$ cat config.mk
export PLATFORM = sky130hd
export DESIGN_NAME = la_grparb222
export DESIGN_NICKNAME = d
export VERILOG_FILES = /design/src/rtl/la_grparb222.sv
export SDC_FILE = /design/constraint.sdc
export NUM_CORES = 1
export LEC_CHECK = 0
export ABC_AREA = 1
export CORE_MARGIN = 4
export CORE_UTILIZATION = 40
export CTS_BUF_LIST = sky130_fd_sc_hd__clkbuf_8 sky130_fd_sc_hd__clkbuf_16
export DETAILED_ROUTE_END_ITERATION = 6
export PLACE_DENSITY = 0.64
export SLEW_MARGIN = 20
export SYNTH_ARGS = -nofsm -noshare
export SYNTH_HDL_FRONTEND = slang
export SYNTH_SLANG_ARGS = --single-unit
$ cat constraint.sdc
create_clock -name clk -period 2.3 [get_ports clk]
set_input_delay 0.69 -clock clk [delete_from_list [all_inputs] [get_ports clk]]
set_output_delay 0.69 -clock clk [all_outputs]
set_load 0.1 [all_outputs]
$ cat src/rtl/la_grparb222.sv
// la_grparb222: registered two-level round-robin arbiter for six requesters
// arranged as three groups of two (a0/a1, b0/b1, c0/c1). Groups rotate among
// themselves and members rotate inside their group. The owner keeps the grant
// until it drops its request or overstays the hold limit while others wait.
// A registered "every group requesting" flag is provided for the sequencers.
module la_grparb222 #(
    parameter string PROP     = "DEFAULT",
    parameter int    HOLD_MAX = 16
) (
    input  logic       clk,
    input  logic       nreset,
    input  logic [5:0] req,
    output logic [5:0] gnt,
    output logic       gnt_valid,
    output logic [2:0] gnt_id,
    output logic       preempt,
    output logic       all_req
);

    if (HOLD_MAX < 0 || HOLD_MAX > 255) begin : g_bad_hold
        $error("la_grparb222: HOLD_MAX out of range 0..255");
    end

    // Hold limit as an 8-bit count; a zero limit means the owner is never forced off.
    localparam logic [7:0] HOLD_CAP = 8'(HOLD_MAX);
    localparam logic       HOLD_LIM = (HOLD_MAX != 0);
    // Where the counter parks while the owner is alone.
    localparam logic [7:0] HOLD_SAT = (HOLD_MAX == 0) ? 8'd255 : HOLD_CAP;

    typedef enum logic {
        ST_IDLE  = 1'b0,
        ST_GRANT = 1'b1
    } state_t;

    state_t     state_r;
    logic [5:0] gnt_r;
    logic       gnt_valid_r;
    logic [2:0] gnt_id_r;
    logic       preempt_r;
    logic       all_req_r;
    logic [7:0] hold_cnt_r;
    logic [1:0] gptr_r;          // group that won last
    logic [2:0] mptr_r;          // per group: member that won last

    logic [5:0] elig_s;
    logic       owner_req_s;
    logic       limit_hit_s;
    logic [1:0] g_seq_s [3];
    logic       win_found_s;
    logic [2:0] win_idx_s;
    logic [5:0] win_onehot_s;
    logic       issue_s;
    logic       preempt_s;
    logic [7:0] hold_inc_s;

    // The owner is never a candidate; if it still requests we are rotating away from it.
    assign elig_s       = req & ~gnt_r;
    assign owner_req_s  = |(req & gnt_r);
    assign limit_hit_s  = HOLD_LIM && (hold_cnt_r >= HOLD_CAP);
    assign win_onehot_s = 6'b000001 << win_idx_s;
    // A new grant goes out from idle, on owner release, or when the owner overstays.
    assign issue_s      = win_found_s && (!owner_req_s || limit_hit_s);
    assign preempt_s    = issue_s && owner_req_s;

    // Group scan order starts at the group after the last winner.
    always_comb begin
        case (gptr_r)
            2'd0:    g_seq_s = '{2'd1, 2'd2, 2'd0};
            2'd1:    g_seq_s = '{2'd2, 2'd0, 2'd1};
            default: g_seq_s = '{2'd0, 2'd1, 2'd2};
        endcase
    end

    // Pick the first eligible requester: groups in rotation order, then the member after the last winner.
    always_comb begin : pick
        logic [2:0] cand;
        logic       mbit;
        cand        = 3'd0;
        mbit        = 1'b0;
        win_found_s = 1'b0;
        win_idx_s   = 3'd0;
        for (int k = 0; k < 3; k++) begin
            for (int j = 0; j < 2; j++) begin
                if (j == 0) begin
                    mbit = ~mptr_r[g_seq_s[k]];
                end else begin
                    mbit = mptr_r[g_seq_s[k]];
                end
                cand = {g_seq_s[k], mbit};
                if (!win_found_s && elig_s[cand]) begin
                    win_found_s = 1'b1;
                    win_idx_s   = cand;
                end else begin
                    win_found_s = win_found_s;
                end
            end
        end
    end

    // Hold counter advance: parks at the limit while alone, otherwise counts up to 255.
    always_comb begin
        if (!win_found_s && (hold_cnt_r >= HOLD_SAT)) begin
            hold_inc_s = HOLD_SAT;
        end else if (hold_cnt_r == 8'd255) begin
            hold_inc_s = 8'd255;
        end else begin
            hold_inc_s = hold_cnt_r + 8'd1;
        end
    end

    // Arbitration FSM with registered grant outputs and round-robin pointers.
    always_ff @(posedge clk or negedge nreset) begin
        if (!nreset) begin
            state_r     <= ST_IDLE;
            gnt_r       <= 6'd0;
            gnt_valid_r <= 1'b0;
            gnt_id_r    <= 3'd0;
            preempt_r   <= 1'b0;
            hold_cnt_r  <= 8'd0;
            gptr_r      <= 2'd2;
            mptr_r      <= 3'b111;
        end else if (issue_s) begin
            state_r                  <= ST_GRANT;
            gnt_r                    <= win_onehot_s;
            gnt_valid_r              <= 1'b1;
            gnt_id_r                 <= win_idx_s;
            preempt_r                <= preempt_s;
            hold_cnt_r               <= 8'd1;
            gptr_r                   <= win_idx_s[2:1];
            mptr_r[win_idx_s[2:1]]   <= win_idx_s[0];
        end else begin
            preempt_r <= 1'b0;
            case (state_r)
                ST_GRANT: begin
                    if (!owner_req_s) begin
                        state_r     <= ST_IDLE;
                        gnt_r       <= 6'd0;
                        gnt_valid_r <= 1'b0;
                        gnt_id_r    <= 3'd0;
                        hold_cnt_r  <= 8'd0;
                    end else begin
                        hold_cnt_r  <= hold_inc_s;
                    end
                end
                ST_IDLE: begin
                    gnt_r       <= 6'd0;
                    gnt_valid_r <= 1'b0;
                    gnt_id_r    <= 3'd0;
                    hold_cnt_r  <= 8'd0;
                end
                default: begin
                    state_r     <= ST_IDLE;
                    gnt_r       <= 6'd0;
                    gnt_valid_r <= 1'b0;
                    gnt_id_r    <= 3'd0;
                    hold_cnt_r  <= 8'd0;
                end
            endcase
        end
    end

    // Every-group-requesting flag, sampled every cycle regardless of arbitration.
    always_ff @(posedge clk or negedge nreset) begin
        if (!nreset) begin
            all_req_r <= 1'b0;
        end else begin
            all_req_r <= (|req[1:0]) & (|req[3:2]) & (|req[5:4]);
        end
    end

    assign gnt       = gnt_r;
    assign gnt_valid = gnt_valid_r;
    assign gnt_id    = gnt_id_r;
    assign preempt   = preempt_r;
    assign all_req   = all_req_r;

endmodule

==> impl_summary.txt, run 1 <==
----------------------------------------------------
[Cells and area]
  Antenna diode count ... 0
  Fillers ... between 400 and 500
  Count of placed standard cells in the final layout, fillers left out ... around 400
  Area taken by multi-input logic gates ... around 1200 sq um
  Proportion of layout cells with a drive suffix above 1 ... about two fifths
  Area growth from synthesis to layout ... 42.0%
  Number of nets in the final layout ... around 360
  Sequential cell area ... roughly 660 sq um

[Routing]
  Routed via count ... between 1500 and 2000
  Routed wire length ... 5440 microns
  Post-DR vias/cell ... about 5.0
  Iteration-0 DRC count of the detailed router ... between 100 and 150
  Number of optimization iterations in the first detailed-route pass ... 5
  DRC viols ... 0
  Wirelength per Cell ... ~14 microns
  Remaining antenna violation count after routing ... 0

[STA]
  Peak clock frequency supported by timing ... 422 MHz
  Unrepaired setup endpoints after global routing ... yes
  Hold violation count in the final report ... 0
  Clock Skew ... 0.00597 ns
  Number of endpoints failing setup at the final stage ... 7
  Worst setup margin ... -0.0712 ns
  Period utilisation layout ... 103%
  Final slew viol count ... 0
  Worst hold slack across all endpoints ... 0.491 ns
  Time the worst path needs with I/O delays and setup ... 2.37 ns

[Placed design]
  Pre-CTS setup slack ... -0.578 ns
  RePlAce Congestion ... slightly above 0.9
  Number of instances in the placed design ... approximately 380
  Detail Placement HPWL ... about 4000 microns
  Port Buffers ... 19

[Critical path]
  Dominant cell type by count on the critical path ... buf_4
  Req. time, crit path ... between 2 and 2.5 ns
  Biggest cell delay along the critical path ... between 0.2 and 0.3 ns
  Number of logic stages on the critical path including buffering ... 14
  Crit path to ... gnt[1]
  Capturing element type of the critical path ... register
  Crit path max-delay family ... simple AND/OR/NAND/NOR gates
  Register-to-Register Setup Slack ... -0.05 ns
  Worst reg-to-reg path cell count ... 17
  Critical Path Start ... req[4]
  Worst-path cell with the longest stage delay ... dlygate4sd2_1
  Crit Path Max Fanout ... 3
  Origin of the critical flop-to-flop path ... gptr_r[1]
  Setup crit start kind ... input port
  Series of cell instances along the critical path ... dlygate4sd2_1 > buf_4 > a31oi_1 > nand2_2 > buf_4 > nand3_1 > nand3_2 > nor2_4 > o211ai_1 > buf_4 > nand3_2 > nor2_2 > nand2_1 > nand2_1
  Data arrival time of the critical path ... roughly 2.5 ns
  Critical path buffers and inverters ... 4
  Classification of the worst setup path ... input port to register
  Reg-to-Reg End ... gnt[3]

[Synth]
  Post-synthesis cell type with the largest combined area ... dfrtp_1
  Number of distinct library cells after synthesis ... 32
  Mean instance size in the synthesized netlist ... slightly below 7 sq um
  Proportion of register bits with asynchronous set or reset after synthesis ... 100%
  Top-area cell type share of the netlist area ... between 20% and 30%
  Number of storage elements in the synthesis netlist ... 26
  Most frequently used cell type in the post-synthesis netlist ... nand2_1
  Post-Synthesis Cell Area ... 1860 sq um
  Number of warnings reported in the yosys synthesis log ... 0
  Prevailing post-synth register cell ... dfrtp_1
  Portion of the post-synthesis area used by sequential elements ... a little over a third
  Post-synth EDFFs ... 0
  Number of cells produced by synthesis ... ~270
  Top cell types by occurrence after synthesis ... nand2_1 (88), inv_1 (31), nor2_1 (27)
  Top area cells in the synthesized netlist ... dfrtp_1 (30%), nand2_1 (18%), inv_1 (6.3%), dfstp_2 (5.7%), nand3_1 (5.7%)

[Outcome]
  Status ... finished, violations left
  Failing checks ... setup timing

[Global routing]
  Wire length of the first global-routing pass ... a little over 9000 microns
  Aggregate global-route resource usage ... 18.8%
  Aggregate global routing overflow ... 0
  Pin count of the biggest net entering global routing ... 27
  Initial antenna violation count ... 0
  Number of global-route vias before repair ... about 1900

[Floorplan]
  Area of the die ... about 5800 sq um
  Die boundary width ... 76.2 microns
  I/O pin count ... 20
  Cell Rows ... 24
  Initial core utilization ... 42.1%
  Die extent in y ... 76.2 microns
  Total core area ... between 4000 and 5000 sq um

[Min path]
  Hold Path Class ... register to register
  Worst Hold Depth ... 2
  Critical hold path startpoint ... gnt_id[2]

[Clock network]
  Source-to-sink clock delay at the later pin of the worst-skew pair ... about 0.28 ns
  CTS Buffer Depth ... 2
  CTS tree ... yes
  Number of hold buffers added after CTS ... 0
  Cell chosen for the clock root ... clkbuf_8
  Clock input transition at the sequential cells of the worst setup and hold paths ... approximately 0.09 ns
  H-tree depth ... 1
  Clock net sink count ... 26
  Number of buffers added by the clock tree synthesis step ... 3

[Job]
  Max-capacitance violation count ... 0

----------------------------------------------------
[registers in the layout, summed over array words and instances, names as in the netlist]
signal and count:
hold_cnt_r 8, gnt 6, gnt_id 3, mptr_r 3, gptr_r 2, all_req 1, gnt_valid 1, preempt 1
state_r 1
[per-stage QoR]
stage	utilization [%]	instance area, sq um	TNS (ns)
after floorplan	-	1870	0
after detailed placement	53.0	2340	-9.47
after global placement	53.0	2340	-9.67
after CTS	58.2	2570	-0.0293
final	59.8	2640	-0.248
after global routing	59.8	2640	-2.06
[final cells by class]
cell class                 instances  area share [%]
multi-input combinational        210            44.5
sequential                        26            25.1
timing repair buffer              66            19.8
inverter                          38            5.50
tap                               52            2.46
clock buffer                       3            1.56
clock inverter                     1            1.14
[cells by family after synthesis]
family | Yosys count | synth area share (%)
buffers and inverters | 40 | 9.02
AOI/OAI and AO/OA | 37 | 10.8
adders and majority gates | 2 | 1.35
other | 1 | 0.202
xor gates and xnor gates | 2 | 0.942
DFF | 26 | 35.3
and+or+nand+nor | 165 | 42.5
[metal layers]
layer / track usage, % / share of wire (%)
met1: 26.8 / 48
met2: 30.3 / 46
met3: 1.89 / 4.0
met4: 4.90 / 1.5
met5: 0 / 0
[worst min-delay path: stages (launching register included)]
cell and delay, ns:
dfrtp_1 0.37, nand2_1 0.05, nand2_1 0.05
[worst min-delay path by stage]
stage	slack (ns)	endpoint
after floorplan	0.39	all_req
after global placement	0.47	gnt_valid
after detailed placement	0.48	gnt_id[2]
after CTS	0.50	gnt_id[2]
after global routing	0.53	mptr_r[2]
final	0.49	gnt_id[2]
[what timing repair did]
| item | CTS | global route |
|---|---|---|
| gates cloned | 1 | 0 |
| pin swaps | 18 | 17 |
| resized for setup | 33 | 18 |
| buffers inserted | 10 | 2 |
| setup endpoints to repair | 19 | 19 |
[cells in the final DEF, fill, tap and decap left out, drive strengths merged]
cell and count:
or2 2, o21ai 22, nand4 6, a21oi 9
o21bai 1, clkinv 1, dfrtp 22, a31oi 1
o22ai 2, nor2 40, bufinv 1, nor4 1
ha 2, conb 3, buf 59, clkbuf 3
xor2 2, nand2 92, o211ai 2, dfstp 4
nor3 1, clkdlybuf4s50 1, inv 37, nand3 24
dlygate4sd2 6
Power of run 1 is left out: the tool's default activity adds up to more than one toggle a clock period on the data nets, which glitch-free logic cannot reach.
==> run 2, diff against run 1 <==
--- a/config.mk
+++ b/config.mk
@@ -6,7 +6,6 @@
 export NUM_CORES = 1
 export LEC_CHECK = 0
 export ABC_AREA = 1
-export CORE_MARGIN = 4
 export CORE_UTILIZATION = 40
 export CTS_BUF_LIST = sky130_fd_sc_hd__clkbuf_8 sky130_fd_sc_hd__clkbuf_16
 export DETAILED_ROUTE_END_ITERATION = 6
==> run 2 against run 1 <==
Effect of this change: the flow now finishes without violations; largest cell class unchanged; global-route usage rose by 1.5 points; flip-flop and latch count did not move; worst hold slack got worse by 0.0017 ns; via count fell by 0.76%; clock skew fell by 0.0029 ns; register-to-register slack improved by 0.07 ns; final area rose by 0.33%; critical path depth rose by 4; first-iteration DRC count fell by 35%; fmax rose by 3.6%; non-clock buffer count fell by 2.
==> impl_summary.txt, run 2 (synthesis results as in run 1) <==
----------------------------------------------------
[Routing]
  Routed wire length ... 4830 microns (-11%)
  Iteration-0 DRC count of the detailed router ... 89 (-35%)
  Remaining antenna violation count after routing ... 0 (unchanged)
  DRC viols ... 0 (unchanged)
  Number of optimization iterations in the first detailed-route pass ... 4 (-1)
  Routed via count ... 1950 (-0.76%)
  Wirelength per Cell ... 12.3 microns (-11%)
  Post-DR vias/cell ... 4.95 (-0.26%)

[Floorplan]
  Area of the die ... 4920 sq um (-15%)
  Total core area ... 4410 sq um (unchanged)
  I/O pin count ... 20 (unchanged)
  Die boundary width ... 70.2 microns (-7.9%)
  Die extent in y ... 70.2 microns (-7.9%)
  Cell Rows ... 24 (unchanged)
  Initial core utilization ... 42.1% (unchanged)

[Placed design]
  Port Buffers ... 19 (unchanged)
  Number of instances in the placed design ... 382 (+0.79%)
  RePlAce Congestion ... 0.858 (-7.5%)
  Detail Placement HPWL ... 3770 microns (-7.4%)

[Cells and area]
  Count of placed standard cells in the final layout, fillers left out ... 394 (-0.51%)
  Highest-count cells in the layout ignoring fill and taps ... nand2_1 (76), buf_4 (54), inv_1 (29)
  Register with the highest flop count ... hold_cnt_r
  Most common library cell in the layout ignoring fill and taps ... nand2_1
  Area taken by multi-input logic gates ... 1170 sq um (-0.21%)
  Max FFs per register ... 8 (unchanged)
  Area growth from synthesis to layout ... 42.5%
  Antenna diode count ... 0 (unchanged)
  Fillers ... 393 (-4.1%)
  Sequential cell area ... 664 sq um (+0.19%)
  Proportion of layout cells with a drive suffix above 1 ... 37.7% (-1.8 points)
  Number of nets in the final layout ... 353 (-0.56%)

[Clock network]
  H-tree depth ... 1 (unchanged)
  Cell chosen for the clock root ... clkbuf_8
  Number of hold buffers added after CTS ... 0 (unchanged)
  Number of buffers added by the clock tree synthesis step ... 3 (unchanged)
  Source-to-sink clock delay at the later pin of the worst-skew pair ... 0.27 ns (about the same)
  CTS tree ... yes
  Clock input transition at the sequential cells of the worst setup and hold paths ... 0.09 ns (about the same)
  Clock net sink count ... 26 (unchanged)
  CTS Buffer Depth ... 2 (unchanged)

[STA]
  Hold violation count in the final report ... 0 (unchanged)
  Period utilisation layout ... 99.6% (-3.5 points)
  Clock Skew ... 0.00306 ns (-0.00291 ns)
  Unrepaired setup endpoints after global routing ... yes
  Peak clock frequency supported by timing ... 437 MHz (+3.6%)
  Number of endpoints failing setup at the final stage ... 0 (-7)
  Worst hold slack across all endpoints ... 0.489 ns (-0.00172 ns)
  Time the worst path needs with I/O delays and setup ... 2.29 ns (-0.0815 ns)
  Final slew viol count ... 0 (unchanged)

[Global routing]
  Aggregate global-route resource usage ... 20.3% (+1.5 points)
  Aggregate global routing overflow ... 0 (unchanged)
  Initial antenna violation count ... 0 (unchanged)
  Pin count of the biggest net entering global routing ... 27 (unchanged)
  Wire length of the first global-routing pass ... 8110 microns (-11%)
  Number of global-route vias before repair ... 1828 (-4.9%)

[Critical path]
  Series of cell instances along the critical path ... dlygate4sd2_1 > inv_1 > nor2_1 > nand2_1 > nand2_1 > nand2_2 > inv_1 > nor2_2 > nand2_2 > nor2_4 > buf_4 > nor2_1 > nor2_2 > nand2_1 > nand2_2 > inv_2 > nand2_1 > o21ai_1
  Worst-path cell with the longest stage delay ... dlygate4sd2_1
  Capturing element type of the critical path ... register
  Setup crit start kind ... input port
  Crit path max-delay family ... simple AND/OR/NAND/NOR gates
  Req. time, crit path ... 2.46 ns (about the same)
  Register-to-Register Setup Slack ... 0.02 ns (+0.07 ns)
  Biggest cell delay along the critical path ... 0.26 ns (about the same)
  Critical path buffers and inverters ... 5 (+1)
  Classification of the worst setup path ... input port to register
  Data arrival time of the critical path ... 2.45 ns (-0.09 ns)
  Crit Path Max Fanout ... 6 (+3)
  Dominant cell type by count on the critical path ... nand2_1

[Min path]
  Hold Path Class ... register to register

[Job]
  Max-capacitance violation count ... 0 (unchanged)

[Outcome]
  Status ... finished, final reports clean

----------------------------------------------------
==> run 2: repair_timing <==
item / CTS / global route
pin swaps: 13 / 15
endpoints found under the hold margin: 0 / 0
gates cloned: 1 / 0
endpoints found under the setup margin: 19 / 19
buffers inserted: 2 / 5
gates resized for setup: 25 / 20
==> run 2: final timing paths <==
path | from | endpoint | cells after the start
setup / recovery | req[3] | gnt[3] | 18
hold / removal | gnt_id[1] | gnt_id[1] | 2
hold reg to reg | gnt_id[1] | gnt_id[1] | 2
setup reg to reg | gptr_r[1] | gnt[3] | 16
max in group asynchronous | nreset | gptr_r[1] | 2
min in group asynchronous | nreset | gnt_valid | 2
==> run 2: cell type report <==
class                   instances  share of cell area (%)
clock buffers                   3                    1.56
clock inverters                 1                    1.13
inverters                      38                    5.57
multi-input cells             210                    44.2
flip-flops and latches         26                    25.1
well taps                      52                    2.46
repair buffers                 64                    20.0
==> run 2: tightest hold or removal path, delay by kind of cell (launching register included) <==
family / cells / cell delay [ns]
flops: 1 / 0.36
simple gates: 2 / 0.10
==> run 2: per-layer routing <==
metal | routed length (microns) | global-route usage (%) | vias up | share of wire [%]
met5 | 0 | 0 | - | 0
met2 | 2410 | 34.4 | 48 | 50
li1 | - | - | 1002 | -
met1 | 2160 | 28.2 | 892 | 45
met3 | 195 | 2.02 | 8 | 4.0
met4 | 72 | 4.22 | 0 | 1.5
==> run 2: per-stage QoR <==
stage	setup TNS, ns	cell area (sq um)	worst slack, ns	utilization [%]
after floorplan	0	1870	0.120	-
after global placement	-9.11	2390	-0.579	54.1
after detailed placement	-9.32	2390	-0.577	54.1
after CTS	0	2520	0.00638	57.2
after global routing	-1.35	2650	-0.109	60.0
final	0	2650	0.0103	60.0
Power of run 2 is left out for the same reason.
